File: config.mk
export PLATFORM = sky130hd
export DESIGN_NAME = coreriscv_axi4_tile_link_enqueuer
export DESIGN_NICKNAME = d
export VERILOG_FILES = /design/src/rtl/coreriscv_axi4_tl_pkg.sv /design/src/rtl/coreriscv_axi4_tl_queue.sv /design/src/rtl/coreriscv_axi4_tile_link_enqueuer.sv
export SDC_FILE = /design/constraint.sdc
export NUM_CORES = 1
export LEC_CHECK = 0
export CAP_MARGIN = 40
export CORE_MARGIN = 2
export CORE_UTILIZATION = 45
export CTS_CLUSTER_SIZE = 25
export DETAILED_ROUTE_END_ITERATION = 10
export PLACE_DENSITY_LB_ADDON = 0.2
export SLEW_MARGIN = 0
export SYNTH_ARGS = -nofsm -noshare
export SYNTH_HDL_FRONTEND = slang
export SYNTH_HIERARCHICAL = 1
export SYNTH_SLANG_ARGS = --single-unit
File: constraint.sdc
create_clock -name clk -period 17.53 [get_ports clk]
set_input_delay 2.6295 -clock clk [delete_from_list [all_inputs] [get_ports clk]]
set_output_delay 2.6295 -clock clk [all_outputs]
set_load 0.05 [all_outputs]
File: src/rtl/coreriscv_axi4_tl_pkg.sv
// Shared TileLink field widths and packed beat layouts for the uncached
// acquire/grant channels. All field ordering (MSB first) lives here, so the
// top level and any future consumer pack beats identically.
package coreriscv_axi4_tl_pkg;

  localparam int ADDR_BLOCK_W  = 26;
  localparam int XACT_ID_W     = 2;
  localparam int MGR_XACT_ID_W = 1;
  localparam int BEAT_W        = 3;
  localparam int ATYPE_W       = 3;
  localparam int GTYPE_W       = 4;
  localparam int UNION_W       = 12;
  localparam int DATA_W        = 64;
  localparam int COUNT_W       = 5;

  typedef struct packed {
    logic [ADDR_BLOCK_W-1:0] addr_block;
    logic [XACT_ID_W-1:0]    client_xact_id;
    logic [BEAT_W-1:0]       addr_beat;
    logic                    is_builtin_type;
    logic [ATYPE_W-1:0]      a_type;
    logic [UNION_W-1:0]      union_bits;
    logic [DATA_W-1:0]       data;
  } acquire_t;

  typedef struct packed {
    logic [BEAT_W-1:0]        addr_beat;
    logic [XACT_ID_W-1:0]     client_xact_id;
    logic [MGR_XACT_ID_W-1:0] manager_xact_id;
    logic                     is_builtin_type;
    logic [GTYPE_W-1:0]       g_type;
    logic [DATA_W-1:0]        data;
  } grant_t;

  localparam int ACQ_W = $bits(acquire_t);  // 111
  localparam int GNT_W = $bits(grant_t);    // 75

endpackage

File: src/rtl/coreriscv_axi4_tl_queue.sv
// Generic register-array FIFO (neither flow-through nor pipe).
// Ports:
//   clk, reset            single clock, synchronous active-high reset
//   enq_valid/ready/data  input side; ready = not full, independent of deq_ready
//   deq_valid/ready/data  output side; valid = not empty, data forced to 0 when empty
//   count                 occupancy 0..DEPTH
// DEPTH may be any value 1..16; pointers wrap by explicit compare.
module coreriscv_axi4_tl_queue
  import coreriscv_axi4_tl_pkg::*;
#(
  parameter int WIDTH = 8,
  parameter int DEPTH = 2
) (
  input  logic               clk,
  input  logic               reset,
  input  logic               enq_valid,
  output logic               enq_ready,
  input  logic [WIDTH-1:0]   enq_data,
  output logic               deq_valid,
  input  logic               deq_ready,
  output logic [WIDTH-1:0]   deq_data,
  output logic [COUNT_W-1:0] count
);

  localparam int                 PTR_W = (DEPTH > 1) ? $clog2(DEPTH) : 1;
  localparam logic [PTR_W-1:0]   LAST  = PTR_W'(DEPTH - 1);
  localparam logic [COUNT_W-1:0] FULL  = COUNT_W'(DEPTH);

  logic [WIDTH-1:0]   mem [DEPTH];
  logic [PTR_W-1:0]   wr_ptr, rd_ptr;
  logic [COUNT_W-1:0] cnt;
  logic               enq_fire, deq_fire;

  // Handshakes are blanked while reset is high so nothing moves during reset.
  assign enq_ready = !reset && (cnt != FULL);
  assign deq_valid = !reset && (cnt != '0);
  assign enq_fire  = enq_valid && enq_ready;
  assign deq_fire  = deq_valid && deq_ready;
  assign deq_data  = deq_valid ? mem[rd_ptr] : '0;
  assign count     = cnt;

  // NOTE: sequential state uses non-blocking (<=) so every flop samples
  // pre-edge values regardless of statement order.
  always_ff @(posedge clk) begin
    if (reset) begin
      wr_ptr <= '0;
      rd_ptr <= '0;
      cnt    <= '0;
    end else begin
      if (enq_fire) wr_ptr <= (wr_ptr == LAST) ? '0 : wr_ptr + 1'b1;
      if (deq_fire) rd_ptr <= (rd_ptr == LAST) ? '0 : rd_ptr + 1'b1;
      unique case ({enq_fire, deq_fire})
        2'b10:   cnt <= cnt + 1'b1;
        2'b01:   cnt <= cnt - 1'b1;
        default: cnt <= cnt;
      endcase
    end
  end

  // NOTE: storage is deliberately not reset; deq_data is masked when empty,
  // so stale contents are never observable.
  always_ff @(posedge clk) begin
    if (enq_fire) mem[wr_ptr] <= enq_data;
  end

endmodule

File: src/rtl/coreriscv_axi4_tile_link_enqueuer.sv
// Decoupling buffer on the uncached TileLink port: one FIFO on acquire
// (interconnect -> memory), one on grant (memory -> interconnect). Cuts all
// ready/valid combinational paths and reports per-channel occupancy.
// Ports:
//   clk, reset              single clock, synchronous active-high reset
//   io_in_acquire_*         acquire from interconnect (enq side)
//   io_out_acquire_*        acquire to memory (deq side)
//   io_out_grant_*          grant from memory (enq side)
//   io_in_grant_*           grant to interconnect (deq side)
//   io_acq_count/gnt_count  FIFO occupancy
// This level only packs/unpacks fields around the two queue instances.
module coreriscv_axi4_tile_link_enqueuer
  import coreriscv_axi4_tl_pkg::*;
#(
  parameter int ACQ_DEPTH = 2,
  parameter int GNT_DEPTH = 2
) (
  input  logic                     clk,
  input  logic                     reset,
  // acquire, upstream
  output logic                     io_in_acquire_ready,
  input  logic                     io_in_acquire_valid,
  input  logic [ADDR_BLOCK_W-1:0]  io_in_acquire_bits_addr_block,
  input  logic [XACT_ID_W-1:0]     io_in_acquire_bits_client_xact_id,
  input  logic [BEAT_W-1:0]        io_in_acquire_bits_addr_beat,
  input  logic                     io_in_acquire_bits_is_builtin_type,
  input  logic [ATYPE_W-1:0]       io_in_acquire_bits_a_type,
  input  logic [UNION_W-1:0]       io_in_acquire_bits_union,
  input  logic [DATA_W-1:0]        io_in_acquire_bits_data,
  // grant, upstream
  input  logic                     io_in_grant_ready,
  output logic                     io_in_grant_valid,
  output logic [BEAT_W-1:0]        io_in_grant_bits_addr_beat,
  output logic [XACT_ID_W-1:0]     io_in_grant_bits_client_xact_id,
  output logic [MGR_XACT_ID_W-1:0] io_in_grant_bits_manager_xact_id,
  output logic                     io_in_grant_bits_is_builtin_type,
  output logic [GTYPE_W-1:0]       io_in_grant_bits_g_type,
  output logic [DATA_W-1:0]        io_in_grant_bits_data,
  // acquire, downstream
  input  logic                     io_out_acquire_ready,
  output logic                     io_out_acquire_valid,
  output logic [ADDR_BLOCK_W-1:0]  io_out_acquire_bits_addr_block,
  output logic [XACT_ID_W-1:0]     io_out_acquire_bits_client_xact_id,
  output logic [BEAT_W-1:0]        io_out_acquire_bits_addr_beat,
  output logic                     io_out_acquire_bits_is_builtin_type,
  output logic [ATYPE_W-1:0]       io_out_acquire_bits_a_type,
  output logic [UNION_W-1:0]       io_out_acquire_bits_union,
  output logic [DATA_W-1:0]        io_out_acquire_bits_data,
  // grant, downstream
  output logic                     io_out_grant_ready,
  input  logic                     io_out_grant_valid,
  input  logic [BEAT_W-1:0]        io_out_grant_bits_addr_beat,
  input  logic [XACT_ID_W-1:0]     io_out_grant_bits_client_xact_id,
  input  logic [MGR_XACT_ID_W-1:0] io_out_grant_bits_manager_xact_id,
  input  logic                     io_out_grant_bits_is_builtin_type,
  input  logic [GTYPE_W-1:0]       io_out_grant_bits_g_type,
  input  logic [DATA_W-1:0]        io_out_grant_bits_data,
  // occupancy
  output logic [COUNT_W-1:0]       io_acq_count,
  output logic [COUNT_W-1:0]       io_gnt_count
);

  acquire_t acq_enq, acq_deq;
  grant_t   gnt_enq, gnt_deq;

  assign acq_enq = '{
    addr_block:      io_in_acquire_bits_addr_block,
    client_xact_id:  io_in_acquire_bits_client_xact_id,
    addr_beat:       io_in_acquire_bits_addr_beat,
    is_builtin_type: io_in_acquire_bits_is_builtin_type,
    a_type:          io_in_acquire_bits_a_type,
    union_bits:      io_in_acquire_bits_union,
    data:            io_in_acquire_bits_data
  };

  assign gnt_enq = '{
    addr_beat:       io_out_grant_bits_addr_beat,
    client_xact_id:  io_out_grant_bits_client_xact_id,
    manager_xact_id: io_out_grant_bits_manager_xact_id,
    is_builtin_type: io_out_grant_bits_is_builtin_type,
    g_type:          io_out_grant_bits_g_type,
    data:            io_out_grant_bits_data
  };

  coreriscv_axi4_tl_queue #(.WIDTH(ACQ_W), .DEPTH(ACQ_DEPTH)) u_acq_q (
    .clk       (clk),
    .reset     (reset),
    .enq_valid (io_in_acquire_valid),
    .enq_ready (io_in_acquire_ready),
    .enq_data  (acq_enq),
    .deq_valid (io_out_acquire_valid),
    .deq_ready (io_out_acquire_ready),
    .deq_data  (acq_deq),
    .count     (io_acq_count)
  );

  coreriscv_axi4_tl_queue #(.WIDTH(GNT_W), .DEPTH(GNT_DEPTH)) u_gnt_q (
    .clk       (clk),
    .reset     (reset),
    .enq_valid (io_out_grant_valid),
    .enq_ready (io_out_grant_ready),
    .enq_data  (gnt_enq),
    .deq_valid (io_in_grant_valid),
    .deq_ready (io_in_grant_ready),
    .deq_data  (gnt_deq),
    .count     (io_gnt_count)
  );

  assign io_out_acquire_bits_addr_block      = acq_deq.addr_block;
  assign io_out_acquire_bits_client_xact_id  = acq_deq.client_xact_id;
  assign io_out_acquire_bits_addr_beat       = acq_deq.addr_beat;
  assign io_out_acquire_bits_is_builtin_type = acq_deq.is_builtin_type;
  assign io_out_acquire_bits_a_type          = acq_deq.a_type;
  assign io_out_acquire_bits_union           = acq_deq.union_bits;
  assign io_out_acquire_bits_data            = acq_deq.data;

  assign io_in_grant_bits_addr_beat          = gnt_deq.addr_beat;
  assign io_in_grant_bits_client_xact_id     = gnt_deq.client_xact_id;
  assign io_in_grant_bits_manager_xact_id    = gnt_deq.manager_xact_id;
  assign io_in_grant_bits_is_builtin_type    = gnt_deq.is_builtin_type;
  assign io_in_grant_bits_g_type             = gnt_deq.g_type;
  assign io_in_grant_bits_data               = gnt_deq.data;

endmodule
Word-level counts from Yosys, hierarchy flattened
Memories as Yosys holds them, arrays and structs flattened. A register that Yosys moved wholly into a read port is not among the register bits.
Cells that the tools add are included.

cells by class
  $add $sub $neg = 8
  equal/unequal tests = 6
  muxes and demuxes = 16
  reductions and logical operators = 13

operator list
  operator                                                                  number
  111-bit 2-to-1 mux                                                        1
  75-bit 2-to-1 mux                                                         1
  5-bit case mux with 2 select lines                                        2
  1-bit 2-to-1 mux                                                          12
  5-bit by 1-bit adder with 5-bit output (second input constant)            2
  5-bit by 2-bit inequality test with 1-bit output (second input constant)  2
  5-bit nonzero test                                                        2
  5-bit by 1-bit subtractor with 5-bit output (second input constant)       2
  1-bit logical AND                                                         8
  1-bit adder (second input constant)                                       4
  2-bit by 1-bit == test with 1-bit output (second input constant)          2
  2-bit == test (second input constant)                                     2
  2-bit nonzero test                                                        2
  1-bit zero test                                                           1

storage, ports and cells
  bits in registers = 14
  memory bits (writable) = 372
  input bits = 192
  output and inout bits = 200
  logic and storage cells = 51
  memories = 2

memory list
  name         words  bits a word  read ports  clocked after Yosys merged registers in  write ports  RTL line                       RTL
  u_acq_q.mem  2      111          1           1                                        1            coreriscv_axi4_tl_queue.sv:29  logic [WIDTH-1:0] mem [DEPTH];
  u_gnt_q.mem  2      75           1           1                                        1            coreriscv_axi4_tl_queue.sv:29

Depth between registers and ports, before layout
Gate-level depths: netlist (run 1).

  depth after elaboration = 5
  mapped depth = 12
  mapped depth without buffers = 11

By module
Netlist (run 1), hierarchy kept.

by module, submodules not included
  module                              instances  cells an instance  area an instance (µm²)  seq. area each (µm²)
  coreriscv_axi4_tl_queue at u_acq_q  1          527                8805.9                  6826.5
  coreriscv_axi4_tl_queue at u_gnt_q  1          375                6108.4                  4664.5

Least setup slack after synthesis (run 1)
Ideal clock, no wire load.

  kind = input port to flip-flop
  from = in reset
  to = mem u_acq_q/mem[0][0] (netlist name) (enable)
  library setup time = 0.583 ns
  arrival time = 8.575 ns
  data required time = 16.947 ns
  slack = 8.373 ns
  cell stages on the path = 4
  path buffers = 1
  path through = clkbuf_1 a21oi_1 nand2_1 nor2_1

on the way
  longest elaborated chain between the ends = 5

ends and longest elaborated chain
  what                                    RTL line                                 RTL
  start, declared                         coreriscv_axi4_tile_link_enqueuer.sv:19  input logic reset,
  1-bit zero test                         coreriscv_axi4_tl_queue.sv:35            assign enq_ready = !reset && (cnt != FULL);
  1-bit logical AND                       coreriscv_axi4_tl_queue.sv:35
  via io_in_acquire_ready                 coreriscv_axi4_tile_link_enqueuer.sv:21  output logic io_in_acquire_ready,
  1-bit logical AND                       coreriscv_axi4_tl_queue.sv:37            assign enq_fire = enq_valid && enq_ready;
  1-bit 2-to-1 mux                        coreriscv_axi4_tl_queue.sv:63            if (enq_fire) mem[wr_ptr] <= enq_data;
  1-bit 2-to-1 mux (not written as such)  coreriscv_axi4_tl_queue.sv:63
  end, declared                           coreriscv_axi4_tl_queue.sv:29

The timed path passes the listed nets, and every way through them passes these cells.

Final worst setup path (run 1)
  from = in reset
  to = out io_out_acquire_bits_addr_block[19]

on the way
  longest elaborated chain between the ends = 3

ends and longest elaborated chain
  what                RTL line                                 RTL
  1-bit zero test     coreriscv_axi4_tl_queue.sv:36            assign deq_valid = !reset && (cnt != '0);
  1-bit logical AND   coreriscv_axi4_tl_queue.sv:36
  111-bit 2-to-1 mux  coreriscv_axi4_tl_queue.sv:39            assign deq_data = deq_valid ? mem[rd_ptr] : '0;
  end, declared       coreriscv_axi4_tile_link_enqueuer.sv:42  output logic [ADDR_BLOCK_W-1:0] io_out_acquire_bits_addr_block,

No other way between the ends.

==> results of run 1 <==
-- worst register-to-register path: cells and delay by family (launching register included) --
kind                     cells  cell delay [ns]
AO/OA/AOI/OAI                2             0.38
adder cells (fa/ha/maj)      2             0.70
buffers and inverters        3             0.34
multiplexers                 2             0.61
AND/OR/NAND/NOR              3             0.46
flip-flops                   1             0.45
-- power by group through the flow --
stage / sequential, mW / clock (mW) / combinational (mW)
floorplan: 1.12 / 0 / 0.435
global route: 1.12 / 0.855 / 0.695
global placement: 1.14 / 0 / 0.641
finish: 1.11 / 0.792 / 0.660
detailed placement: 1.13 / 0 / 0.665
CTS: 1.11 / 0.813 / 0.668
-- metrics by stage --
step	util	hold slack [ns]	instance area (um2)	worst slack [ns]
floorplan	-	0.4381	14910	8.373
global placement	0.5903	0.4411	19260	9.291
detailed placement	0.5960	0.4527	19440	9.205
CTS	0.6338	0.4646	20670	9.214
global route	0.6341	0.5048	20680	9.035
finish	0.6341	0.4611	20680	9.275
-- cell usage in the layout (no fill, tap or decap) --
master / instances
a21oi_1: 10
dfxtp_1: 14
buf_12: 1
inv_6: 2
inv_2: 2
inv_1: 6
buf_4: 9
clkbuf_16: 43
a21o_2: 1
fa_1: 2
nor4_2: 2
and3_2: 1
nand3_1: 2
and2_1: 2
ha_1: 8
a21o_4: 1
clkinv_1: 12
clkbuf_1: 9
o211ai_1: 2
buf_16: 6
nand2b_1: 6
mux2i_1: 194
mux2_2: 2
bufinv_16: 1
clkdlybuf4s50_1: 391
a21o_1: 2
or4_1: 2
nor2_4: 2
edfxtp_1: 372
nor2b_1: 2
xor2_1: 4
and3_4: 1
dfxtp_4: 2
diode_2: 4
clkinv_2: 6
nor2_1: 208
nand2_1: 4
-- area by class of cell --
cell class	count	area, um2	area share
Sequential cell	388	11500	0.5559
Clock inverter	21	122.6	0.005928
Inverter	8	30.03	0.001452
Antenna cell	4	10.01	0.0004839
Timing Repair Buffer	407	4167	0.2014
Clock buffer	52	1110	0.05366
Tap cell	442	553.0	0.02674
Multi-Input combinational cell	458	3193	0.1544
-- flip-flops by register name (all words and copies together) (netlist names), named ones only --
name            count
u_gnt_q/rd_ptr      1
u_gnt_q/mem       150
u_acq_q/rd_ptr      1
u_gnt_q/wr_ptr      1
u_acq_q/wr_ptr      1
u_gnt_q/count       5
u_acq_q/count       5
u_acq_q/mem       222
-- worst max-delay path by stage --
stage | from | end | slack [ns] | cells past startpoint
after floorplan | reset | u_acq_q/mem[0][0]$_DFFE_PP_ | 8.37 | 4
after global placement | reset | io_out_acquire_bits_addr_block[19] | 9.29 | 5
after detailed placement | reset | io_out_acquire_bits_addr_block[19] | 9.21 | 5
after CTS | reset | io_out_acquire_bits_addr_block[19] | 9.21 | 5
after global routing | reset | io_out_acquire_bits_addr_block[0] | 9.04 | 5
final | reset | io_out_acquire_bits_addr_block[19] | 9.27 | 5
-- cells by family after synthesis --
| logic type | Yosys count | share of synthesized area |
|---|---|---|
| compound gates | 16 | 0.006543 |
| xor+xnor | 4 | 0.002349 |
| fa+ha+maj | 10 | 0.009396 |
| buf+inv | 56 | 0.01728 |
| flops | 388 | 0.7705 |
| mux | 196 | 0.1317 |
| simple gates | 232 | 0.06225 |
-- routing by layer --
layer / part of all wire / routed length (um) / vias up
met2: 0.51 / 16800 / 268
li1: - / - / 4144
met3: 0.068 / 2253 / 72
met4: 0.033 / 1103 / 2
met5: 0.00039 / 13 / -
met1: 0.39 / 12790 / 4093
==> flow_summary.toml, run 1 <==
[pwr]
power_frac_seq = 0.433
internal-power_mw = 1.781
power.density_nw_per_um2 = 123.9
p_sw_mw = 0.7817
power_mw = 2.562
leakage_nw = 6.782
max-vdd-ir-drop_mv = 0.09958
switching_share = 0.3051
combPwrFrac = 0.257
clkPwrFrac = 0.309

[synthesis]
mappedNetlistNets = 1104
ys_ff_latch = 388
synth_warnings = 6
ys_top_cells_by_area = "edfxtp_1 (75%), mux2i_1 (13%), nor2_1 (5.3%), dfxtp_1 (2.1%), buf_2 (1.3%)"
synth_common_cells = "edfxtp_1 (372), nor2_1 (210), mux2i_1 (194), buf_2 (38), dfxtp_1 (16)"
synth_cell_types = 24
synth_top_area_cell = "edfxtp_1"
synth_most_common_cell = "edfxtp_1"
netlist.area_leader.share = 0.7490
ys.flop_type = "edfxtp_1"
yosysSeqAreaShare = 0.7705
synth_area_um2 = 14910
synth_cells = 902
synth-edff-count = 372
async_flop_share = 0
syn_avg_cell_area_um2 = 16.53

[cells_and_area]
nNetsFinal = 1506
area_growth_pct = 38.68
layout-drive-gt1-share = 0.06147
stdcell_count = 1780
num-fill-cells = 2375

[die]
die_h_um = 186.1
initial_core_util = 0.4572
dieArea_um2 = 34610
core_area_um2 = 32620
std_cell_rows = 66
ios = 392
die_w_um = 186.1

[setup_path]
cp_max_fo = 93
start_kind = "primary input"
path_class = "primary input to output pin"
cp_cell_sequence = "clkdlybuf4s50_1, a21o_4, buf_4, nor2_1, clkdlybuf4s50_1"
critPathCaptureType = "output pin"
cp.arrival_ns = 5.63
reg2reg_to = "u_gnt_q/count[4]$_SDFFE_PP0P_"
reg2regPathDepth = 12
crit_family = "buffers and inverters"
rr_startpoint = "u_gnt_q/count[0]$_SDFFE_PP0P_"
reg2reg_slack_ns = 14.49
critical_path_buf_inv_count = 3
crit_required_ns = 14.90
cpMaxStageDelayCell = "clkdlybuf4s50_1"
crit_top_cell = "clkdlybuf4s50_1"
max_stage_delay_ns = 0.97

[clocking]
clock_path_buffers = 3
cts-root-buf = "clkbuf_16"
h-tree-depth = 2
cts_buffers = 41
clk_pin_slew_ns = 0.05
cts_tree = "done"
cts_sinks = 388
hold_buffers = 0
clk_latency_ns = 0.52
ctsResizeCount = 0
post_cts_buffers = 0

[global_route]
met3_usage = 0.04970
antenna_found_initial = 5
grt_start_max_net_pins = 94
grt_pass1_vias = 8646
met1_usage = 0.2182
grt-ovfl-total = 0
top_usage_layer = "met2"
grt.total_usage = 0.1830
use_met2 = 0.3117
grt_pass1_wl_um = 47980

[job]
drv_cap = 0

[min_path]
hp-class = "flop to flop"
hold_path_depth = 1
worstHoldStart = "u_acq_q/rd_ptr$_SDFFE_PP0P_"

[run_status]
outcome = "finished clean"

[detailed_routing]
drt_wl_total_um = 32960
drc = 0
drt_pass1_iterations = 4
avgRoutedWirePerCell_um = 18.52
vias = 8579
antenna_left = 0
vias_per_cell = 4.820
drt_iter0_drc = 440

[timing]
tns_ns = 0
slew_headroom = 0.3856
fin_crit_ns = 8.255
clock.fmax_ghz = 0.1211
rsz0062_at_grt = "false"
tightestPinTransition_ns = 0.9216
hold_violations = 0
finalClockSkew_ns = 0.01432
setup_viol = 0
finalCritPeriodShare = 0.4709
slew_violations = 0

[place]
dp.cells = 1703
portBuffers = 391
post-dp-hpwl_um = 22070
gp_congestion = 0.7316
Power figures use the tool's default switching activity.
==> run 2, diff against run 1 <==
==> constraint.sdc (replaced) <==
create_clock -name clk -period 8.6 [get_ports clk]
set_input_delay 1.29 -clock clk [delete_from_list [all_inputs] [get_ports clk]]
set_output_delay 1.29 -clock clk [all_outputs]
set_load 0.05 [all_outputs]
==> run 2 against run 1 <==
Against the previous run:
- combinational power grew 110%
- die area is the same
- clock power increased by 120%
- critical path depth is the same
- critical path type unchanged
- clock skew shrank 0.0041 ns
- sequential share of layout area down 0.29 points
- final area up 0.52%
- final cell count fell by 0.17%
- sequential power increased by 100%
- core utilization rose by 0.33 points
- largest cell class unchanged
- first-iteration DRC count down 16%
- largest power group unchanged
- register-to-register slack got worse by 9.1 ns
==> flow_summary.toml, run 2 (same netlist as run 1, synthesis figures left out) <==
[clocking]
clock_path_buffers = 3
cts_buffers = 40
ctsResizeCount = 0
cts_tree = "done"
clk_latency_ns = 0.52
clk_pin_slew_ns = 0.06
h-tree-depth = 2
cts-root-buf = "clkbuf_16"
cts_sinks = 388
post_cts_buffers = 0
hold_buffers = 0

[global_route]
grt_pass1_vias = 8376
grt-ovfl-total = 0
grt.total_usage = 0.1811
grt_start_max_net_pins = 69
antenna_found_initial = 2
grt_pass1_wl_um = 47480

[setup_path]
crit_top_cell = "clkdlybuf4s50_1"
reg2regPathDepth = 11
max_stage_delay_ns = 1.01
cp_cell_sequence = "clkdlybuf4s50_1, a21o_4, buf_4, nor2_1, clkdlybuf4s50_1"
cpMaxStageDelayCell = "clkdlybuf4s50_1"
critPathCaptureType = "output pin"
path_class = "primary input to output pin"
rr_startpoint = "u_acq_q/count[1]$_SDFFE_PP0P_"
start_kind = "primary input"
reg2reg_to = "u_acq_q/count[4]$_SDFFE_PP0P_"
cp_max_fo = 61
reg2reg_slack_ns = 5.41
crit_required_ns = 7.31
cp.arrival_ns = 4.43

[detailed_routing]
drt_pass1_iterations = 4
wl_met1_um = 13110
dr.max_layer_used = "met5"
antenna_left = 0
drt_iter0_drc = 368
avgRoutedWirePerCell_um = 18.48
vias = 8656
vias_per_cell = 4.871
drc = 0
dr_wl_met2_um = 16640
drt_wl_total_um = 32840
wl_met3_um = 2311

[timing]
rsz0062_at_grt = "false"
setup_viol = 0
slew_violations = 0
slew_headroom = 0.4503
clock.fmax_ghz = 0.1749
tns_ns = 0
finalCritPeriodShare = 0.6650
tightestPinTransition_ns = 0.8220
finalWorstSetupSlack_ns = 2.881
hold_violations = 0
finalClockSkew_ns = 0.01018
fin_crit_ns = 5.719

[cells_and_area]
reg.largest.list = "u_acq_q/mem: 222 flops, u_gnt_q/mem: 150 flops"
area_growth_pct = 39.40
num-fill-cells = 2351
final_common_cell = "clkdlybuf4s50_1"
finalInstanceArea_um2 = 20790
regArea_um2 = 11500
top_register = "u_acq_q/mem"
multi_input_area_um2 = 3193
layout_common_cells = "clkdlybuf4s50_1 (391), edfxtp_1 (372), nor2_1 (208)"
largest_reg_flops = 222
nNetsFinal = 1506
layout-drive-gt1-share = 0.06447

[job]
drv_cap = 0

[min_path]
hold_path_depth = 1
hp-class = "flop to flop"
worstHoldStart = "u_gnt_q/rd_ptr$_SDFFE_PP0P_"

[die]
ios = 392
dieArea_um2 = 34610
std_cell_rows = 66
die_h_um = 186.1
core_area_um2 = 32620
die_w_um = 186.1
initial_core_util = 0.4572

[place]
dp_worst_setup_slack_ns = 2.876
gp_congestion = 0.7538
post-dp-hpwl_um = 21850
post_dp_cell_area_um2 = 19470
portBuffers = 391

[pwr]
leakage_nw = 6.829
max-vdd-ir-drop_mv = 0.1875
power.density_nw_per_um2 = 257.2

[run_status]
outcome = "finished clean"
## run 2: changes by cell type in the layout (fill, tap and decap cells not counted), sizes merged
| cell | delta |
|---|---|
| clkbuf | -2 |
| bufinv | +5 |
| clkinv | -5 |
| buf | +1 |
| diode | -3 |
| clkinvlp | +1 |
## run 2: final cells by class
| class | count | area share |
|---|---|---|
| sequential | 388 | 0.5530 |
| timing repair buffer | 408 | 0.2017 |
| multi-input combinational | 458 | 0.1536 |
| clock buffer | 50 | 0.05097 |
| tap | 442 | 0.02660 |
| clock inverter | 22 | 0.01252 |
| inverter | 8 | 0.001444 |
| antenna | 1 | 0.0001204 |
## run 2: routing by layer
layer / vias to the layer above / track usage
met5: - / 0
met4: 2 / 0.05984
met3: 45 / 0.04735
met2: 282 / 0.3091
met1: 4171 / 0.2248
li1: 4156 / -
## run 2: metrics by stage
| stage | cells | hold slack (ns) | power, mW | utilization |
|---|---|---|---|---|
| final | 1777 | 0.4657 | 5.347 | 0.6374 |
| after global routing | 1777 | 0.4795 | 5.558 | 0.6374 |
| after CTS | 1776 | 0.4665 | 5.405 | 0.6373 |
| after detailed placement | 1704 | 0.4578 | 3.668 | 0.5969 |
| after global placement | 1696 | 0.4461 | 3.629 | 0.5903 |
| after floorplan | 902 | 0.4381 | 3.180 | - |
## run 2: worst max-delay path: cells and delay by family
family                 cells  cell delay [ns]
AO/OA/AOI/OAI              1             0.56
AND/OR/NAND/NOR            1             0.12
buffers and inverters      3             2.36
## run 2: worst max path at each step
stage           from                                     to  depth (start not counted)
2_1_floorplan  reset            u_acq_q/mem[0][0]$_DFFE_PP_                          4
3_3_place_gp   reset            io_out_acquire_bits_data[9]                          5
3_5_place_dp   reset           io_out_acquire_bits_union[6]                          5
4_1_cts        reset           io_out_acquire_bits_union[6]                          5
5_1_grt        reset          io_out_acquire_bits_a_type[0]                          5
6_report       reset  io_out_acquire_bits_client_xact_id[1]                          5
## run 2: power by group
part           internal (mW)  total [mW]  switching [mW]
sequential              2.20        2.25          0.0497
clock                   1.05        1.73           0.676
combinational          0.496        1.37           0.874
total                   3.75        5.35            1.60
==> run 3, diff against run 2 <==
--- a/config.mk
+++ b/config.mk
@@ -7,7 +7,7 @@
 export LEC_CHECK = 0
 export CAP_MARGIN = 40
 export CORE_MARGIN = 2
-export CORE_UTILIZATION = 45
+export CORE_UTILIZATION = 44
 export CTS_CLUSTER_SIZE = 25
 export DETAILED_ROUTE_END_ITERATION = 10
 export PLACE_DENSITY_LB_ADDON = 0.2
==> constraint.sdc (replaced) <==
create_clock -name clk -period 4.7 [get_ports clk]
set_input_delay 0.705 -clock clk [delete_from_list [all_inputs] [get_ports clk]]
set_output_delay 0.705 -clock clk [all_outputs]
set_load 0.05 [all_outputs]
==> run 3 against run 2 <==
Against the previous run:
- clock skew increased by 0.0028 ns
- core utilization decreased by 1.8 points
- via count increased by 0.40%
- critical path type unchanged
- critical endpoint is now io_out_acquire_bits_data[33]
==> flow_summary.toml, run 3 (same netlist as run 1, synthesis figures left out) <==
[timing]
clock.fmax_ghz = 0.2669
fin_crit_ns = 3.747
finalCritPeriodShare = 0.7971
holdWs_ns = 0.4595
finalWorstSetupSlack_ns = 0.9534
tns_ns = 0
tightestPinTransition_ns = 0.8409
slew_headroom = 0.4394
finalClockSkew_ns = 0.01297
slew_violations = 0
rsz0062_at_grt = "false"
hold_violations = 0
setup_viol = 0

[die]
die_h_um = 188.1
die_w_um = 188.1
initial_core_util = 0.4459
dieArea_um2 = 35390
std_cell_rows = 67
core_area_um2 = 33450
ios = 392

[clocking]
cts-root-buf = "clkbuf_16"
clock_path_buffers = 3
hold_buffers = 0
h-tree-depth = 2
clk_pin_slew_ns = 0.05
cts_sinks = 388
post_cts_buffers = 0
cts_buffers = 42
cts_tree = "done"
ctsResizeCount = 0
clk_latency_ns = 0.52

[pwr]
power.density_nw_per_um2 = 468.1
leakage_nw = 6.797
power_mw = 9.696
max-vdd-ir-drop_mv = 0.3519

[cells_and_area]
finalInstanceArea_um2 = 20710
utilization = 0.6192
top_register = "u_acq_q/mem"
num-fill-cells = 2461
reg.largest.list = "u_acq_q/mem: 222 flops, u_gnt_q/mem: 150 flops"
area_growth_pct = 38.87
final_common_cell = "clkdlybuf4s50_1"
layout-drive-gt1-share = 0.06447
stdcell_count = 1785
layout_common_cells = "clkdlybuf4s50_1 (391), edfxtp_1 (372), nor2_1 (208)"
largest_reg_flops = 222
nNetsFinal = 1505

[global_route]
grt-ovfl-total = 0
grt_pass1_vias = 8977
grt.total_usage = 0.1846
grt_pass1_wl_um = 50000
antenna_found_initial = 3
grt_start_max_net_pins = 112

[run_status]
outcome = "finished clean"

[detailed_routing]
antenna_left = 0
vias = 8691
drc = 0
avgRoutedWirePerCell_um = 18.70
vias_per_cell = 4.869
drt_pass1_iterations = 4
drt_iter0_drc = 518
drt_wl_total_um = 33380

[setup_path]
crit_family = "buffers and inverters"
crit_required_ns = 3.99
path_class = "primary input to output pin"
critical_path_buf_inv_count = 4
reg2regPathDepth = 10
cp_cell_sequence = "clkdlybuf4s50_1, buf_4, a21o_4, buf_12, nor2_1, clkdlybuf4s50_1"
cpMaxStageDelayCell = "clkdlybuf4s50_1"
max_stage_delay_ns = 0.85
reg2reg_slack_ns = 1.76
critPathCaptureType = "output pin"
cp.arrival_ns = 3.04
crit_top_cell = "clkdlybuf4s50_1"
cp_max_fo = 104
reg2reg_to = "u_acq_q/count[4]$_SDFFE_PP0P_"
rr_startpoint = "u_acq_q/count[4]$_SDFFE_PP0P_"
start_kind = "primary input"

[place]
post_dp_cell_area_um2 = 19390
post-dp-hpwl_um = 22290
dp.cells = 1707
gp_congestion = 0.8242
portBuffers = 391
dp_worst_setup_slack_ns = 0.9925

[min_path]
hold_path_depth = 1
hp-class = "flop to flop"
worstHoldStart = "u_acq_q/rd_ptr$_SDFFE_PP0P_"

[job]
drv_cap = 0
## run 3: cell types whose count changed in the layout (fill, tap and decap cells not counted)
cell | before | now
buf_12 | 1 | 7
buf_16 | 7 | 0
buf_4 | 9 | 7
bufinv_16 | 6 | 2
clkbuf_16 | 41 | 45
clkinv_2 | 5 | 9
clkinv_4 | 0 | 1
clkinvlp_4 | 1 | 0
diode_2 | 1 | 3
inv_6 | 2 | 0
inv_8 | 0 | 1
## run 3: layout make-up
| class | count | area (um2) | area share |
|---|---|---|---|
| Multi-Input combinational cell | 458 | 3193 | 0.1542 |
| Sequential cell | 388 | 11500 | 0.5552 |
| Tap cell | 448 | 560.5 | 0.02706 |
| Clock buffer | 54 | 1160 | 0.05600 |
| Inverter | 8 | 30.03 | 0.001450 |
| Antenna cell | 3 | 7.507 | 0.0003625 |
| Clock inverter | 21 | 155.1 | 0.007491 |
| Timing Repair Buffer | 405 | 4106 | 0.1983 |
## run 3: routing by layer
| layer | track usage | wire length [um] | vias up |
|---|---|---|---|
| li1 | - | - | 4137 |
| met1 | 0.2176 | 12930 | 4211 |
| met2 | 0.3240 | 17130 | 275 |
| met3 | 0.04754 | 2221 | 68 |
| met4 | 0.07056 | 1101 | 0 |
| met5 | 0 | 0 | - |
## run 3: worst register-to-register path, delay by kind of cell (launching register included)
family	cells	cell delay [ns]
AND/OR/NAND/NOR	3	0.81
adder cells (fa/ha/maj)	2	0.67
multiplexers	2	0.57
flip-flops	1	0.34
AO/OA/AOI/OAI	2	0.34
buffers and inverters	1	0.10
## run 3: power breakdown
group / switching (mW) / total, mW / internal [mW]
registers: 0.137 / 4.16 / 4.02
logic: 1.55 / 2.44 / 0.890
clock network: 1.24 / 3.09 / 1.85
total: 2.93 / 9.70 / 6.76
## run 3: worst max-delay path by stage
stage | cells after the start | slack [ns] | end | start
after global placement | 6 | 1.01 | io_out_acquire_bits_data[33] | reset
final | 6 | 0.95 | io_out_acquire_bits_data[33] | reset
after floorplan | 4 | 0.28 | u_gnt_q/mem[0][0]$_DFFE_PP_ | reset
after global routing | 5 | 0.85 | io_in_grant_bits_addr_beat[1] | u_gnt_q/count[4]$_SDFFE_PP0P_
after detailed placement | 6 | 0.99 | io_out_acquire_bits_data[33] | reset
after CTS | 6 | 0.99 | io_out_acquire_bits_data[33] | reset
